<file path="config.mk">
export PLATFORM = sky130hd
export DESIGN_NAME = lsu_split
export DESIGN_NICKNAME = d
export VERILOG_FILES = /design/src/rtl/lsu_split_pkg.sv /design/src/rtl/lsu_align.sv /design/src/rtl/lsu_split.sv
export SDC_FILE = /design/constraint.sdc
export NUM_CORES = 1
export LEC_CHECK = 0
export BUFFER_PORTS_ARGS = -buffer_cell sky130_fd_sc_hd__buf_2
export CAP_MARGIN = 20
export CORE_MARGIN = 10
export CORE_UTILIZATION = 35
export CTS_CLUSTER_DIAMETER = 150
export DETAILED_ROUTE_END_ITERATION = 10
export GPL_TIMING_DRIVEN = 0
export PLACE_DENSITY = 0.55
export SLEW_MARGIN = 15
export SYNTH_ARGS = -nofsm -noshare
export SYNTH_HDL_FRONTEND = slang
export SYNTH_SLANG_ARGS = --single-unit
</file>
<file path="constraint.sdc">
create_clock -name clk -period 5.8 [get_ports clk]
set_input_delay 0 -clock clk [delete_from_list [all_inputs] [get_ports clk]]
set_output_delay 0 -clock clk [all_outputs]
set_load 0.05 [all_outputs]
</file>
<file path="src/rtl/lsu_split_pkg.sv">
// rtl/lsu_split_pkg.sv - shared access-size encodings, LSU state type and alignment helper
package lsu_split_pkg;

    localparam logic [1:0] DATA_BYTE        = 2'b00;
    localparam logic [1:0] DATA_HALF        = 2'b01;
    localparam logic [1:0] DATA_WORD        = 2'b10;
    localparam logic [1:0] DATA_DOUBLE_WORD = 2'b11;

    typedef enum logic [1:0] {
        LSU_IDLE  = 2'b00,
        LSU_BEAT0 = 2'b01,
        LSU_BEAT1 = 2'b10,
        LSU_RESP  = 2'b11
    } lsu_state_e;

    // True when the low address bits are not a multiple of the access size.
    function automatic logic is_misaligned(input logic [1:0] size_type, input logic [2:0] addr_lo);
        logic [2:0] m;
        case (size_type)
            DATA_BYTE: m = 3'b000;
            DATA_HALF: m = 3'b001;
            DATA_WORD: m = 3'b011;
            default:   m = 3'b111;
        endcase
        return |(addr_lo & m);
    endfunction

endpackage

</file>
<file path="src/rtl/lsu_align.sv">
// rtl/lsu_align.sv - store lane positioning and load extract/extend, purely combinational
module lsu_align
    import lsu_split_pkg::*;
#(
    parameter int DATA_WIDTH = 32,
    localparam int BE = DATA_WIDTH / 8,
    localparam int OFF_W = $clog2(BE)
) (
    input  logic [1:0]              type_i,
    input  logic                    sign_extend_i,
    input  logic [OFF_W-1:0]        offset_i,
    input  logic [DATA_WIDTH-1:0]   wdata_i,
    input  logic [DATA_WIDTH-1:0]   lo_i,
    input  logic [DATA_WIDTH-1:0]   hi_i,
    output logic [2*BE-1:0]         be_o,
    output logic [2*DATA_WIDTH-1:0] wdata_o,
    output logic [DATA_WIDTH-1:0]   rdata_o
);

    logic [2*BE-1:0]       mask;
    logic [DATA_WIDTH-1:0] shifted;
    logic                  fill;
    int                    nbytes;

    always_comb begin
        nbytes = 32'(1) << type_i;
        mask   = '0;
        for (int i = 0; i < BE; i++) begin
            mask[i] = (i < nbytes);
        end
        be_o    = mask << offset_i;
        wdata_o = {{DATA_WIDTH{1'b0}}, wdata_i} << {offset_i, 3'b000};

        // Two-beat window shifted so the addressed byte lands in lane 0.
        shifted = DATA_WIDTH'({hi_i, lo_i} >> {offset_i, 3'b000});
        case (type_i)
            DATA_BYTE: fill = sign_extend_i & shifted[7];
            DATA_HALF: fill = sign_extend_i & shifted[15];
            DATA_WORD: fill = sign_extend_i & shifted[31];
            default:   fill = sign_extend_i & shifted[DATA_WIDTH-1];
        endcase
        for (int i = 0; i < DATA_WIDTH; i++) begin
            rdata_o[i] = (i < 8 * nbytes) ? shifted[i] : fill;
        end
    end

endmodule

</file>
<file path="src/rtl/lsu_split.sv">
// rtl/lsu_split.sv - multi-cycle load/store unit splitting boundary-crossing accesses into two beats
module lsu_split
    import lsu_split_pkg::*;
#(
    parameter int DATA_WIDTH         = 32,
    parameter int ADDR_WIDTH         = 32,
    parameter int SUPPORT_MISALIGNED = 1
) (
    input  logic                    clk,
    input  logic                    rst_n,
    input  logic                    req_valid_i,
    output logic                    req_ready_o,
    input  logic                    w_en_i,
    input  logic                    r_en_i,
    input  logic [1:0]              type_i,
    input  logic                    sign_extend_i,
    input  logic [ADDR_WIDTH-1:0]   addr_i,
    input  logic [DATA_WIDTH-1:0]   wdata_i,
    output logic                    done_o,
    output logic                    err_o,
    output logic [DATA_WIDTH-1:0]   rdata_o,
    output logic                    dmem_valid_o,
    input  logic                    dmem_ready_i,
    output logic [ADDR_WIDTH-1:0]   dmem_addr_o,
    output logic [DATA_WIDTH-1:0]   dmem_wdata_o,
    output logic [DATA_WIDTH/8-1:0] dmem_we_o,
    input  logic [DATA_WIDTH-1:0]   dmem_rdata_i
);

    localparam int BE    = DATA_WIDTH / 8;
    localparam int OFF_W = $clog2(BE);

    lsu_state_e            state_q, state_d;
    logic                  w_en_q, w_en_d;
    logic                  sign_q, sign_d;
    logic [1:0]            type_q, type_d;
    logic [ADDR_WIDTH-1:0] addr_q, addr_d;
    logic [DATA_WIDTH-1:0] wdata_q, wdata_d;
    logic                  err_q, err_d;
    logic [DATA_WIDTH-1:0] rdata_q, rdata_d;
    logic [DATA_WIDTH-1:0] lo_buf_q, lo_buf_d;
    logic [DATA_WIDTH-1:0] hi_buf_q, hi_buf_d;

    logic [2*BE-1:0]         be_full;
    logic [2*DATA_WIDTH-1:0] wdata_full;
    logic [DATA_WIDTH-1:0]   load_data, lo_src, hi_src;
    logic [ADDR_WIDTH-1:0]   base_addr;
    logic                    split, illegal;

    // Completing beat's data is fed straight in so rdata can be registered on the same edge.
    assign lo_src = (state_q == LSU_BEAT0) ? dmem_rdata_i : lo_buf_q;
    assign hi_src = (state_q == LSU_BEAT1) ? dmem_rdata_i : hi_buf_q;

    lsu_align #(.DATA_WIDTH(DATA_WIDTH)) u_align (
        .type_i        (type_q),
        .sign_extend_i (sign_q),
        .offset_i      (addr_q[OFF_W-1:0]),
        .wdata_i       (wdata_q),
        .lo_i          (lo_src),
        .hi_i          (hi_src),
        .be_o          (be_full),
        .wdata_o       (wdata_full),
        .rdata_o       (load_data)
    );

    assign split     = |be_full[2*BE-1:BE];
    assign base_addr = {addr_q[ADDR_WIDTH-1:OFF_W], {OFF_W{1'b0}}};
    assign illegal   = ((type_i == DATA_DOUBLE_WORD) && (DATA_WIDTH == 32))
                     || ((SUPPORT_MISALIGNED == 0) && is_misaligned(type_i, addr_i[2:0]));

    always_comb begin
        state_d  = state_q;
        w_en_d   = w_en_q;
        sign_d   = sign_q;
        type_d   = type_q;
        addr_d   = addr_q;
        wdata_d  = wdata_q;
        err_d    = err_q;
        rdata_d  = rdata_q;
        lo_buf_d = lo_buf_q;
        hi_buf_d = hi_buf_q;
        case (state_q)
            LSU_IDLE: begin
                if (req_valid_i && (w_en_i || r_en_i)) begin
                    w_en_d   = w_en_i;
                    sign_d   = sign_extend_i;
                    type_d   = type_i;
                    addr_d   = addr_i;
                    wdata_d  = w_en_i ? wdata_i : '0;
                    err_d    = illegal;
                    rdata_d  = '0;
                    lo_buf_d = '0;
                    hi_buf_d = '0;
                    state_d  = illegal ? LSU_RESP : LSU_BEAT0;
                end
            end
            LSU_BEAT0: begin
                if (dmem_ready_i) begin
                    lo_buf_d = dmem_rdata_i;
                    if (split) begin
                        state_d = LSU_BEAT1;
                    end else begin
                        rdata_d = w_en_q ? '0 : load_data;
                        state_d = LSU_RESP;
                    end
                end
            end
            LSU_BEAT1: begin
                if (dmem_ready_i) begin
                    hi_buf_d = dmem_rdata_i;
                    rdata_d  = w_en_q ? '0 : load_data;
                    state_d  = LSU_RESP;
                end
            end
            default: state_d = LSU_IDLE;
        endcase
    end

    always_ff @(posedge clk or negedge rst_n) begin
        if (!rst_n) begin
            state_q  <= LSU_IDLE;
            w_en_q   <= 1'b0;
            sign_q   <= 1'b0;
            type_q   <= DATA_BYTE;
            addr_q   <= '0;
            wdata_q  <= '0;
            err_q    <= 1'b0;
            rdata_q  <= '0;
            lo_buf_q <= '0;
            hi_buf_q <= '0;
        end else begin
            state_q  <= state_d;
            w_en_q   <= w_en_d;
            sign_q   <= sign_d;
            type_q   <= type_d;
            addr_q   <= addr_d;
            wdata_q  <= wdata_d;
            err_q    <= err_d;
            rdata_q  <= rdata_d;
            lo_buf_q <= lo_buf_d;
            hi_buf_q <= hi_buf_d;
        end
    end

    // Outputs decode the state register alone, so an async reset clears them at once.
    assign req_ready_o  = (state_q == LSU_IDLE);
    assign dmem_valid_o = (state_q == LSU_BEAT0) || (state_q == LSU_BEAT1);
    assign done_o       = (state_q == LSU_RESP);
    assign err_o        = done_o & err_q;
    assign rdata_o      = done_o ? rdata_q : '0;

    assign dmem_addr_o  = (state_q == LSU_BEAT0) ? base_addr
                        : (state_q == LSU_BEAT1) ? base_addr + ADDR_WIDTH'(BE) : '0;
    assign dmem_we_o    = (state_q == LSU_BEAT0 && w_en_q) ? be_full[BE-1:0]
                        : (state_q == LSU_BEAT1 && w_en_q) ? be_full[2*BE-1:BE] : '0;
    assign dmem_wdata_o = (state_q == LSU_BEAT0) ? wdata_full[DATA_WIDTH-1:0]
                        : (state_q == LSU_BEAT1) ? wdata_full[2*DATA_WIDTH-1:DATA_WIDTH] : '0;

endmodule

</file>
==> results.py <==
metrics = {
    "routing": {
        "vias": 9595,
        "viasPerCell": 5.31,
        "drtAntennaViolNets": 0,
        "drt_wl_total_um": 37600,
        "dr.pass1.iters": 5,
        "drcViolationCount": 0,
        "dr.first_iter.drc_count": 780,
        "wl_per_cell_um": 20.8,
    },
    "critical_path": {
        "cpMaxStageDelayCell": "clkbuf_1",
        "cp.arrival_ns": 3.73,
        "worst-path-stages": 9,
        "r2r_slack_ns": 2.54,
        "worstPathCellList": "inv_1 -> ha_1 -> buf_2 -> buf_2 -> buf_2 -> buf_2 -> clkbuf_1 -> and3_1 -> buf_2",
        "cp-end-kind": "output port",
        "cpPeakStageDelay_ns": 0.42,
        "critPathBufInv": 7,
        "crit_family": "buffers and inverters",
        "startpoint_type": "flip-flop",
        "critical_path_class": "flip-flop to output port",
        "critPathRequiredTime_ns": 5.80,
        "reg2regPathDepth": 10,
        "cp_max_fo": 10,
        "crit_top_cell": "buf_2",
    },
    "timing": {
        "worstMarginPinSlew_ns": 0.974,
        "hold_violations": 0,
        "max_slew_margin": 0.345,
        "setup_viol": 0,
        "fmax_mhz": 268,
        "tns_ns": 0,
        "period_share": 0.642,
        "rsz0062_at_grt": "false",
        "finClkSkew_ns": 0.0166,
        "drv_slew": 0,
        "period_minus_slack_ns": 3.73,
    },
    "finish": {
        "fin_area_um2": 12800,
        "fin_nets": 1532,
        "fillerInstances": 2643,
        "layout_commonest_cell": "nand2_1",
        "multi_input_area_um2": 5310,
        "synthToLayoutAreaGrowth_pct": 32.6,
        "regArea_um2": 3980,
        "final_cell_mix": "nand2_1, buf_2, dfrtp_1",
        "drive_above_1_share": 0.225,
    },
    "cts": {
        "cts_tree": "yes",
        "cts.clk_slew.worst_paths_ns": 0.07,
        "numCtsBuffers": 17,
        "ctsHtreeMaxLevel": 4,
        "cts_sinks": 159,
        "insertion_delay_ns": 0.44,
        "cts_root_buffer": "clkbuf_16",
        "clockBufferDepth": 2,
        "post_cts_resized": 0,
    },
    "synthesis": {
        "ys_seq_elements": 159,
        "synth_fa_ha_area_frac": 0.00647,
        "yosysWarnings": 0,
        "muxShareOfSynthArea": 0.158,
        "synth_edf_count": 0,
        "synth_top_family_by_area": "simple AND/OR/NAND/NOR gates",
        "syn_inst": 1093,
        "syn_area_um2": 9670,
        "synthArstFlopShare": 1.00,
        "ys.flop_type": "dfrtp_1",
        "ys_types": 56,
        "synth.avg_cell_area_um2": 8.84,
        "yosysSeqAreaShare": 0.412,
        "synth_compound_area_frac": 0.139,
        "synth-simple-area-share": 0.225,
        "yosys.area_share.xor_xnor": 0.0199,
    },
    "power": {
        "p_int_w": 0.00358,
        "clkPwrFrac": 0.148,
        "pwr-share-seq": 0.255,
        "p_comb_frac": 0.597,
        "switching_power_w": 0.00404,
        "power.leakage_nw": 6.21,
        "netSwitchingFraction": 0.530,
        "p_per_area_nw_per_um2": 595,
        "ir_worst_vdd_v": 0.000473,
    },
    "grt": {
        "antenna_found_initial": 1,
        "grt_pass1_wl_um": 57500,
        "grt_max_degree": 93,
        "grt_pass1_vias": 9824,
        "track_usage": 0.215,
        "grt-ovfl-total": 0,
    },
    "die": {
        "die_w_um": 186,
        "die_h_um": 186,
        "fp.coreArea_um2": 27100,
        "ios": 209,
        "die-area_um2": 34700,
        "initial_core_util": 0.357,
        "rows": 60,
    },
    "min_path": {
        "whs_path_depth": 5,
        "hp-class": "primary input to flip-flop",
    },
    "run_status": {
        "outcome": "complete, no violations",
    },
    "place": {
        "dpl_cell_area_um2": 11200,
        "io_buffers": 205,
        "gp_congestion": 0.911,
        "hpwlAfterDp_um": 28300,
    },
    "job": {
        "cap_viol_max_count": 0,
    },
}
[timing repair]
| item | CTS | global route |
|---|---|---|
| setup buffers | 0 | 0 |
| hold endpoints to repair | 193 | 0 |
| hold buffers | 103 | 0 |
[cell usage after synthesis, types with 2 or more instances]
| cell | count | area, µm² |
|---|---|---|
| and4_1 | 4 | 35.0 |
| a21oi_1 | 12 | 60.1 |
| a21boi_0 | 2 | 15.0 |
| buf_1 | 6 | 22.5 |
| nand2b_1 | 12 | 75.1 |
| a22oi_1 | 9 | 67.6 |
| inv_1 | 8 | 30.0 |
| o22ai_1 | 18 | 113 |
| xnor2_1 | 12 | 105 |
| dfrtp_1 | 159 | 3980 |
| nand4_1 | 6 | 37.5 |
| a32oi_1 | 10 | 87.6 |
| buf_2 | 16 | 80.1 |
| and3b_1 | 2 | 17.5 |
| a211o_1 | 15 | 131 |
| mux2i_1 | 76 | 761 |
| and2_1 | 34 | 213 |
| mux4_2 | 15 | 338 |
| nor2b_1 | 6 | 37.5 |
| xor2_1 | 10 | 87.6 |
| nand2_1 | 282 | 1060 |
| a31oi_1 | 9 | 56.3 |
| a21o_1 | 3 | 22.5 |
| nor3_1 | 8 | 40.0 |
| o21ai_1 | 2 | 10.0 |
| nor3b_1 | 2 | 15.0 |
| a22o_1 | 28 | 245 |
| or3_1 | 3 | 18.8 |
| o211ai_1 | 2 | 15.0 |
| clkbuf_1 | 55 | 206 |
| nor2_1 | 50 | 188 |
| o21ai_0 | 89 | 445 |
| nand3_1 | 48 | 240 |
| and3_1 | 13 | 81.3 |
| nand3_2 | 2 | 20.0 |
| ha_1 | 5 | 62.6 |
| mux2_2 | 38 | 428 |
| buf_4 | 4 | 30.0 |
[cells by family (layout without fill, tap and decap cells)]
family | Yosys count | in the layout
multiplexers | 129 | 129
buffers and inverters | 91 | 432
AO/OA/AOI/OAI | 206 | 206
XOR/XNOR | 22 | 22
adder cells (fa/ha/maj) | 5 | 5
AND/OR/NAND/NOR | 480 | 480
other | 1 | 3
flip-flops | 159 | 159
[area by class of cell]
type	instances	area share
flip-flops and latches	159	0.310
inverters	9	0.00264
clock buffers	19	0.0353
well taps	372	0.0363
clock inverters	13	0.0102
plain buffers	82	0.0273
multi-input cells	844	0.414
diodes	1	0.000195
repair buffers	309	0.163
[tightest hold or removal path, cell delays in order]
cell      delay, ns
buf_2          0.13
inv_1          0.06
a221oi_2       0.13
nand2_1        0.08
o21ai_0        0.07
[state kept, by name (all words and copies together), names as in the netlist]
register	count
state_q	2
hi_buf_q	24
rdata_q	32
lo_buf_q	32
type_q	2
addr_q	32
err_q	1
w_en_q	1
wdata_q	32
sign_q	1
[power groups by stage]
stage / registers (W) / clock network [W] / logic (W)
floorplan: 0.00180 / 0 / 0.00322
global placement: 0.00194 / 0 / 0.00442
detailed placement: 0.00195 / 0 / 0.00445
CTS: 0.00193 / 0.00115 / 0.00452
global route: 0.00200 / 0.00120 / 0.00490
finish: 0.00194 / 0.00113 / 0.00455
[final timing paths]
| path | end | from |
|---|---|---|
| setup / recovery | dmem_wdata_o[31] | state_q[1] |
| hold / removal | state_q[1] | dmem_ready_i |
| setup reg to reg | rdata_q[14] | state_q[1] |
| hold reg to reg | lo_buf_q[1] | lo_buf_q[1] |
| max in group asynchronous | addr_q[29] | rst_n |
| min in group asynchronous | rdata_q[3] | rst_n |
[metal layers]
layer | GRT usage | wire, µm | vias up
li1 | - | - | 4484
met1 | 0.293 | 17000 | 4660
met2 | 0.332 | 16800 | 401
met3 | 0.0475 | 2910 | 50
met4 | 0.0687 | 833 | 0
met5 | 0 | 0 | -
[metrics by stage]
| stage | hold WS [ns] | std cells | total power, W | setup slack [ns] | utilization |
|---|---|---|---|---|---|
| 4_1_cts | 0.0770 | 1807 | 0.00759 | 2.10 | 0.473 |
| 2_1_floorplan | -0.296 | 1094 | 0.00503 | 2.99 | - |
| 3_3_place_gp | 0.233 | 1671 | 0.00636 | 2.15 | 0.412 |
| 5_1_grt | 0.114 | 1808 | 0.00810 | 1.89 | 0.473 |
| 3_5_place_dp | -0.00299 | 1672 | 0.00639 | 2.60 | 0.413 |
| 6_report | 0.0744 | 1808 | 0.00762 | 2.07 | 0.473 |
No activity file was read; power rests on OpenSTA's default activity.
